**config.mk**
```make
export PLATFORM = sky130hd
export DESIGN_NAME = tile_layer_renderer
export DESIGN_NICKNAME = d
export VERILOG_FILES = /design/src/rtl/tile_render_pkg.sv /design/src/rtl/tile_layer_fetch.sv /design/src/rtl/tile_layer_renderer.sv
export SDC_FILE = /design/constraint.sdc
export NUM_CORES = 1
export LEC_CHECK = 0
export ABC_AREA = 0
export BUFFER_PORTS_ARGS = -buffer_cell sky130_fd_sc_hd__buf_4
export CORE_MARGIN = 5
export CORE_UTILIZATION = 45
export CTS_CLUSTER_SIZE = 16
export DETAILED_ROUTE_END_ITERATION = 10
export PLACE_DENSITY = 0.77
export REMOVE_ABC_BUFFERS = 1
export SYNTH_ARGS = -nofsm -noshare
export SYNTH_HDL_FRONTEND = slang
export SYNTH_SLANG_ARGS = --single-unit
```
**constraint.sdc**
```tcl
create_clock -name display_clock -period 9.1 [get_ports display_clock]
set_input_delay 0.91 -clock display_clock [delete_from_list [all_inputs] [get_ports display_clock]]
set_output_delay 0.91 -clock display_clock [all_outputs]
set_load 0.01 [all_outputs]
```
**src/rtl/tile_render_pkg.sv**
```systemverilog
// tile_render_pkg: shared widths, pipeline depth and byte-lane helper for the tile renderer
package tile_render_pkg;
  localparam int PIX_X_W      = 11;
  localparam int PIX_Y_W      = 10;
  localparam int COLOR_IDX_W  = 8;
  localparam int PIPE_LATENCY = 4;
  function automatic logic [COLOR_IDX_W-1:0] byte_lane_select(input logic [31:0] word, input logic [1:0] lane);
    return word[8*lane +: 8];
  endfunction
endpackage

```
**src/rtl/tile_layer_fetch.sv**
```systemverilog
// tile_layer_fetch: one layer's scroll wrap, tile lookup and two-stage RAM fetch down to a colour index
//   clk_i/rst_ni           clock, async active-low reset
//   pix_x_i/pix_y_i        screen coordinate (S0)
//   scroll_x_i/scroll_y_i  committed scroll for this layer
//   active_i/en_i          pixel visible / layer enabled
//   idx_addr_o/idx_rdata_i tile-index RAM word address (S0) and data (S1)
//   img_addr_o/img_rdata_i tile-image RAM word address (S1) and data (S2)
//   color_idx_o/valid_o    colour index and active&enabled flag (S2)
module tile_layer_fetch
  import tile_render_pkg::*;
#(
  parameter int TILES_PER_LINE = 100,
  parameter int TILE_ROWS      = 60,
  parameter int TILE_LOG2      = 3,
  parameter int MEM_ADDR_W     = 30
) (
  input  logic                   clk_i,
  input  logic                   rst_ni,
  input  logic [PIX_X_W-1:0]     pix_x_i,
  input  logic [PIX_Y_W-1:0]     pix_y_i,
  input  logic [PIX_X_W-1:0]     scroll_x_i,
  input  logic [PIX_Y_W-1:0]     scroll_y_i,
  input  logic                   active_i,
  input  logic                   en_i,
  output logic [MEM_ADDR_W-1:0]  idx_addr_o,
  input  logic [31:0]            idx_rdata_i,
  output logic [MEM_ADDR_W-1:0]  img_addr_o,
  input  logic [31:0]            img_rdata_i,
  output logic [COLOR_IDX_W-1:0] color_idx_o,
  output logic                   valid_o
);
  localparam logic [PIX_X_W:0] MAP_W = (PIX_X_W+1)'(TILES_PER_LINE << TILE_LOG2);
  localparam logic [PIX_Y_W:0] MAP_H = (PIX_Y_W+1)'(TILE_ROWS << TILE_LOG2);
  localparam int OFF_W = 2 * TILE_LOG2;
  logic [PIX_X_W:0] ex_sum, ex;
  logic [PIX_Y_W:0] ey_sum, ey;
  logic [31:0] tile_n;
  logic [COLOR_IDX_W+OFF_W-1:0] img_byte;
  logic [1:0] lane0_q, lane1_q;
  logic [OFF_W-1:0] off_q;
  logic v1_q, v2_q;
  // both operands are below the map size, so one conditional subtract wraps
  assign ex_sum = {1'b0, pix_x_i} + {1'b0, scroll_x_i};
  assign ey_sum = {1'b0, pix_y_i} + {1'b0, scroll_y_i};
  assign ex = (ex_sum >= MAP_W) ? ex_sum - MAP_W : ex_sum;
  assign ey = (ey_sum >= MAP_H) ? ey_sum - MAP_H : ey_sum;
  assign tile_n = 32'(ey >> TILE_LOG2) * 32'(TILES_PER_LINE) + 32'(ex >> TILE_LOG2);
  assign idx_addr_o = MEM_ADDR_W'(tile_n >> 2);
  // tile images are byte-addressed as {tile_id, row, col}
  assign img_byte = {byte_lane_select(idx_rdata_i, lane0_q), off_q};
  assign img_addr_o = MEM_ADDR_W'(img_byte >> 2);
  assign color_idx_o = byte_lane_select(img_rdata_i, lane1_q);
  assign valid_o = v2_q;
  always_ff @(posedge clk_i or negedge rst_ni) begin
    if (!rst_ni) begin
      lane0_q <= '0;
      off_q   <= '0;
      v1_q    <= 1'b0;
      lane1_q <= '0;
      v2_q    <= 1'b0;
    end else begin
      lane0_q <= tile_n[1:0];
      off_q   <= {ey[TILE_LOG2-1:0], ex[TILE_LOG2-1:0]};
      v1_q    <= active_i & en_i;
      lane1_q <= img_byte[1:0];
      v2_q    <= v1_q;
    end
  end
endmodule

```
**src/rtl/tile_layer_renderer.sv**
```systemverilog
// tile_layer_renderer: multi-layer tile-map pixel pipeline with shadowed scroll and priority compositing
//   display_clock/reset         clock, async active-low reset
//   i_new_frame                 commits pending scroll values
//   i_active/i_pix_x/i_pix_y    coordinate stream, i_layer_en per-layer enables
//   i_scroll_*                  scroll write port into the pending registers
//   o_tiles_idx_addr/i_tiles_idx_readdata  per-layer tile-index RAMs
//   o_tiles_addr/i_tiles_readdata          per-layer tile-image RAMs
//   o_colormap_addr/i_colormap_readdata    shared colormap RAM
//   o_pixel_data/o_pixel_valid  composed colour, four edges after the coordinate
module tile_layer_renderer
  import tile_render_pkg::*;
#(
  parameter int          NUM_LAYERS      = 2,
  parameter int          TILES_PER_LINE  = 100,
  parameter int          TILE_ROWS       = 60,
  parameter int          TILE_LOG2       = 3,
  parameter int          MEM_ADDR_W      = 30,
  parameter logic [7:0]  TRANSPARENT_IDX = 8'h00,
  parameter logic [31:0] BLANK_COLOR     = 32'h0,
  localparam int         LAYER_W         = (NUM_LAYERS > 1) ? $clog2(NUM_LAYERS) : 1
) (
  input  logic                             display_clock,
  input  logic                             reset,
  input  logic                             i_new_frame,
  input  logic                             i_active,
  input  logic [PIX_X_W-1:0]               i_pix_x,
  input  logic [PIX_Y_W-1:0]               i_pix_y,
  input  logic [NUM_LAYERS-1:0]            i_layer_en,
  input  logic                             i_scroll_we,
  input  logic [LAYER_W-1:0]               i_scroll_layer,
  input  logic [PIX_X_W-1:0]               i_scroll_x,
  input  logic [PIX_Y_W-1:0]               i_scroll_y,
  output logic [NUM_LAYERS*MEM_ADDR_W-1:0] o_tiles_idx_addr,
  input  logic [NUM_LAYERS*32-1:0]         i_tiles_idx_readdata,
  output logic [NUM_LAYERS*MEM_ADDR_W-1:0] o_tiles_addr,
  input  logic [NUM_LAYERS*32-1:0]         i_tiles_readdata,
  output logic [COLOR_IDX_W-1:0]           o_colormap_addr,
  input  logic [31:0]                      i_colormap_readdata,
  output logic [31:0]                      o_pixel_data,
  output logic                             o_pixel_valid
);
  localparam logic [PIX_X_W:0] MAP_W = (PIX_X_W+1)'(TILES_PER_LINE << TILE_LOG2);
  localparam logic [PIX_Y_W:0] MAP_H = (PIX_Y_W+1)'(TILE_ROWS << TILE_LOG2);
  logic [NUM_LAYERS-1:0][PIX_X_W-1:0] pend_x_q, pend_x_d, act_x_q;
  logic [NUM_LAYERS-1:0][PIX_Y_W-1:0] pend_y_q, pend_y_d, act_y_q;
  logic [NUM_LAYERS-1:0][COLOR_IDX_W-1:0] color_idx;
  logic [NUM_LAYERS-1:0] layer_vld;
  logic [COLOR_IDX_W-1:0] win_idx;
  logic [PIPE_LATENCY-2:0] act_q;
  logic write_ok;
  assign write_ok = i_scroll_we && ({1'b0, i_scroll_x} < MAP_W) && ({1'b0, i_scroll_y} < MAP_H);
  // layer numbers beyond NUM_LAYERS match no entry, so such writes fall through
  always_comb begin
    pend_x_d = pend_x_q;
    pend_y_d = pend_y_q;
    for (int l = 0; l < NUM_LAYERS; l++) begin
      pend_x_d[l] = (write_ok && i_scroll_layer == LAYER_W'(l)) ? i_scroll_x : pend_x_q[l];
      pend_y_d[l] = (write_ok && i_scroll_layer == LAYER_W'(l)) ? i_scroll_y : pend_y_q[l];
    end
  end
  for (genvar g = 0; g < NUM_LAYERS; g++) begin : g_layer
    tile_layer_fetch #(
      .TILES_PER_LINE(TILES_PER_LINE),
      .TILE_ROWS     (TILE_ROWS),
      .TILE_LOG2     (TILE_LOG2),
      .MEM_ADDR_W    (MEM_ADDR_W)
    ) u_fetch (
      .clk_i      (display_clock),
      .rst_ni     (reset),
      .pix_x_i    (i_pix_x),
      .pix_y_i    (i_pix_y),
      .scroll_x_i (act_x_q[g]),
      .scroll_y_i (act_y_q[g]),
      .active_i   (i_active),
      .en_i       (i_layer_en[g]),
      .idx_addr_o (o_tiles_idx_addr[g*MEM_ADDR_W +: MEM_ADDR_W]),
      .idx_rdata_i(i_tiles_idx_readdata[g*32 +: 32]),
      .img_addr_o (o_tiles_addr[g*MEM_ADDR_W +: MEM_ADDR_W]),
      .img_rdata_i(i_tiles_readdata[g*32 +: 32]),
      .color_idx_o(color_idx[g]),
      .valid_o    (layer_vld[g])
    );
  end
  // layer 0 is opaque; higher layers override only with a non-transparent index
  always_comb begin
    win_idx = layer_vld[0] ? color_idx[0] : '0;
    for (int l = 1; l < NUM_LAYERS; l++)
      win_idx = (layer_vld[l] && color_idx[l] != TRANSPARENT_IDX) ? color_idx[l] : win_idx;
  end
  assign o_colormap_addr = win_idx;
  always_ff @(posedge display_clock or negedge reset) begin
    if (!reset) begin
      pend_x_q      <= '0;
      pend_y_q      <= '0;
      act_x_q       <= '0;
      act_y_q       <= '0;
      act_q         <= '0;
      o_pixel_data  <= '0;
      o_pixel_valid <= 1'b0;
    end else begin
      pend_x_q      <= pend_x_d;
      pend_y_q      <= pend_y_d;
      act_x_q       <= i_new_frame ? pend_x_d : act_x_q;
      act_y_q       <= i_new_frame ? pend_y_d : act_y_q;
      act_q         <= {act_q[PIPE_LATENCY-3:0], i_active};
      o_pixel_data  <= act_q[PIPE_LATENCY-2] ? i_colormap_readdata : BLANK_COLOR;
      o_pixel_valid <= act_q[PIPE_LATENCY-2];
    end
  end
endmodule

```
==> results.cfg <==
[global_route]
grt_max_degree = 75
grt-ovfl-total = 0
antenna_found_initial = 0
grt_usage_pct = 21.16
grt_pass1_wl_um = 47050
grt_pass1_vias = 8739

[worst_setup_path]
path_max_fanout = 5
max_stage_delay_ns = 0.50
startpoint_type = input pin
required_ns = 8.19
crit_family = adder cells
cpMostUsedCell = ha_1
path_buf_inv = 4
crit_type = input pin to output port
timing.rr.end = g_layer[1].u_fetch.lane0_q[1]
ff2ff_setup_slack_ns = 7.37
r2r-start = act_x_q[11]
cp.depth = 24
crit_path_end_kind = output port
cp_cell_sequence = buf_4 > ha_1 > fa_1 > a211oi_2 > nor2_1 > xor2_1 > or4_1 > nor3_4 > a311oi_2 > mux2_4 > ha_1 > ha_1 > inv_1 > fa_1 > inv_1 > ha_1 > a21o_1 > a21oi_1 > nor2_1 > o31ai_1 > a21boi_0 > nor3b_1 > and3_1 > buf_4
rr_worst_depth = 7
critPathSlowestCell = fa_1
cp.arrival_ns = 6.91

[finish]
final_common_cell = buf_4
final_util_pct = 57.50
final_cell_mix = buf_4 (304), dfrtp_1 (144), ha_1 (116), mux2_2 (82), conb_1 (68)
nets = 1651
fin_area_um2 = 13940
layout-area-overhead-vs-synth_pct = 26.14
drive_gt1_share_pct = 36.12
n_antenna_cell = 0

[routing]
drt_wl_total_um = 29890
viasPerCell = 5.287
ant_nets = 0
vias = 8723
drt-wirelength-per-cell_um = 18.12
detail_route.drc_violations = 0
first_pass_iters = 4
drt-initial-drc-count = 441

[flow_run]
maxCapViolCount = 0

[clocking]
clock-root-buffer = clkbuf_16
cts_buffers = 17
clk_path_buf_depth = 2
clock_sinks = 144
path_clk_slew_ns = 0.07
postCtsSetupBuffers = 0
cts.repair.resized = 0
cts_hold_buf = 0
htree_levels = 4
clock_latency_ns = 0.43
cts_tree = done

[logic_synthesis]
synth-main-ff-cell = dfrtp_1
syn_area_um2 = 11050
synth_enable_flop_cells = 0
avgSynthCellArea_um2 = 10.78
syn_inst = 1025
async_flop_share_pct = 100.0
yosysSeqAreaShare_pct = 32.60
synth_seq_cells = 144
yosysWarnings = 0
synthTopCellsByArea = dfrtp_1 (33%), ha_1 (13%), mux2_2 (8.4%)
yosys.area.top_type = dfrtp_1
synth_top_area_share_pct = 32.60
ys_types = 85

[floorplan]
die_h_um = 166.7
core_area_um2 = 24250
initial_core_util_pct = 45.58
die_w_um = 166.7
ioPinCount = 371
fp-row-count = 57
dieArea_um2 = 27800

[hold_path]
min_to = act_q[1]
worstHoldStart = act_q[0]
hold_path_class = flop to flop
whs_path_depth = 0

[sta]
slew_violations = 0
timing.setup.tns_ns = 0
relSlewSlack_pct = 40.45
fmax_mhz = 127.8
rsz0062_at_grt = no
worstMarginPinSlew_ns = 0.8933
fin_crit_ns = 7.823
finalSetupViolations = 0
clock_skew_ns = 0.007644
post-route-period-util_pct = 85.96
hold_viol_final = 0

[placement]
place.gp.congestion = 1.020
postPlaceCellArea_um2 = 13320
hpwl_um = 24750
io_buffers = 302

[run_status]
status = finished, final reports clean
stage by stage:
step,std cells,hold WS (ns),setup slack (ns)
detailed placement,1618,0.3347,1.300
global placement,1618,0.3326,1.522
global route,1650,0.3506,0.7670
CTS,1650,0.3429,1.299
finish,1650,0.3422,1.277
floorplan,989,0.3312,1.951
flip-flops by register name, summed over array words and instances (netlist names), 4 cells and up:
name	flops
act_x_q	22
o_pixel_data	32
g_layer.u_fetch.off_q	12
pend_y_q	20
pend_x_q	22
g_layer.u_fetch.lane0_q	4
act_y_q	20
g_layer.u_fetch.lane1_q	4
routing by layer:
layer	track usage, %	wire length [um]	share of wire [%]
met1	24.62	11820	40
met2	38.67	15900	53
met5	0	0	0
met4	8.182	1015	3.4
met3	3.840	1160	3.9
cell families (layout without fill, tap and decap cells):
logic type | Yosys count | count (layout) | share of synthesized area, %
AO/OA/AOI/OAI | 209 | 209 | 13.38
buffers and inverters | 147 | 381 | 7.697
flip-flops | 144 | 144 | 32.60
XOR/XNOR | 59 | 59 | 4.675
adder cells (fa/ha/maj) | 128 | 128 | 15.30
AND/OR/NAND/NOR | 214 | 214 | 10.53
multiplexers | 123 | 123 | 15.78
other | 1 | 68 | 0.03393
worst max path at each step:
stage                           from                   end  slack (ns)
after floorplan           i_pix_y[0]  o_tiles_idx_addr[41]        1.95
after global placement    i_pix_y[0]  o_tiles_idx_addr[43]        1.52
after detailed placement  i_pix_y[0]  o_tiles_idx_addr[43]        1.30
after CTS                 i_pix_y[0]  o_tiles_idx_addr[43]        1.30
after global routing      i_pix_y[0]  o_tiles_idx_addr[41]        0.77
final                     i_pix_y[0]  o_tiles_idx_addr[43]        1.28
cells in the mapped netlist, types with 4 or more instances:
cell         n
mux2_2      82
o21bai_1     6
nand2b_1     9
nand2_1     40
o2111ai_1    4
fa_1        12
a31oi_1     12
o31a_1       6
nor2_1      41
clkbuf_1    12
inv_1       44
and2_1      45
o21ai_0     38
xnor2_1     30
nor2b_1      6
ha_1       116
or2_2        4
xor2_1      29
nor3b_1      7
or3_1        4
a211oi_1     5
a21o_1      25
o211ai_1     6
nor3_1       8
buf_4       77
a211o_1      5
dfrtp_1    144
nand3_1     19
o21a_1      18
nand4_1      5
mux4_2      32
buf_1       11
mux2i_1      7
a21oi_1     40
cell type report:
type | instances | area [um2]
fillers | 2045 | 10310
clock buffers | 17 | 425.4
repair buffers | 305 | 2293
flip-flops and latches | 144 | 3603
multi-input cells | 801 | 6850
well taps | 324 | 405.4
clock inverters | 15 | 198.9
inverters | 44 | 165.2
Power is left out: the tool's default activity adds up to more than one toggle a clock period on the data nets, which glitch-free logic cannot reach.
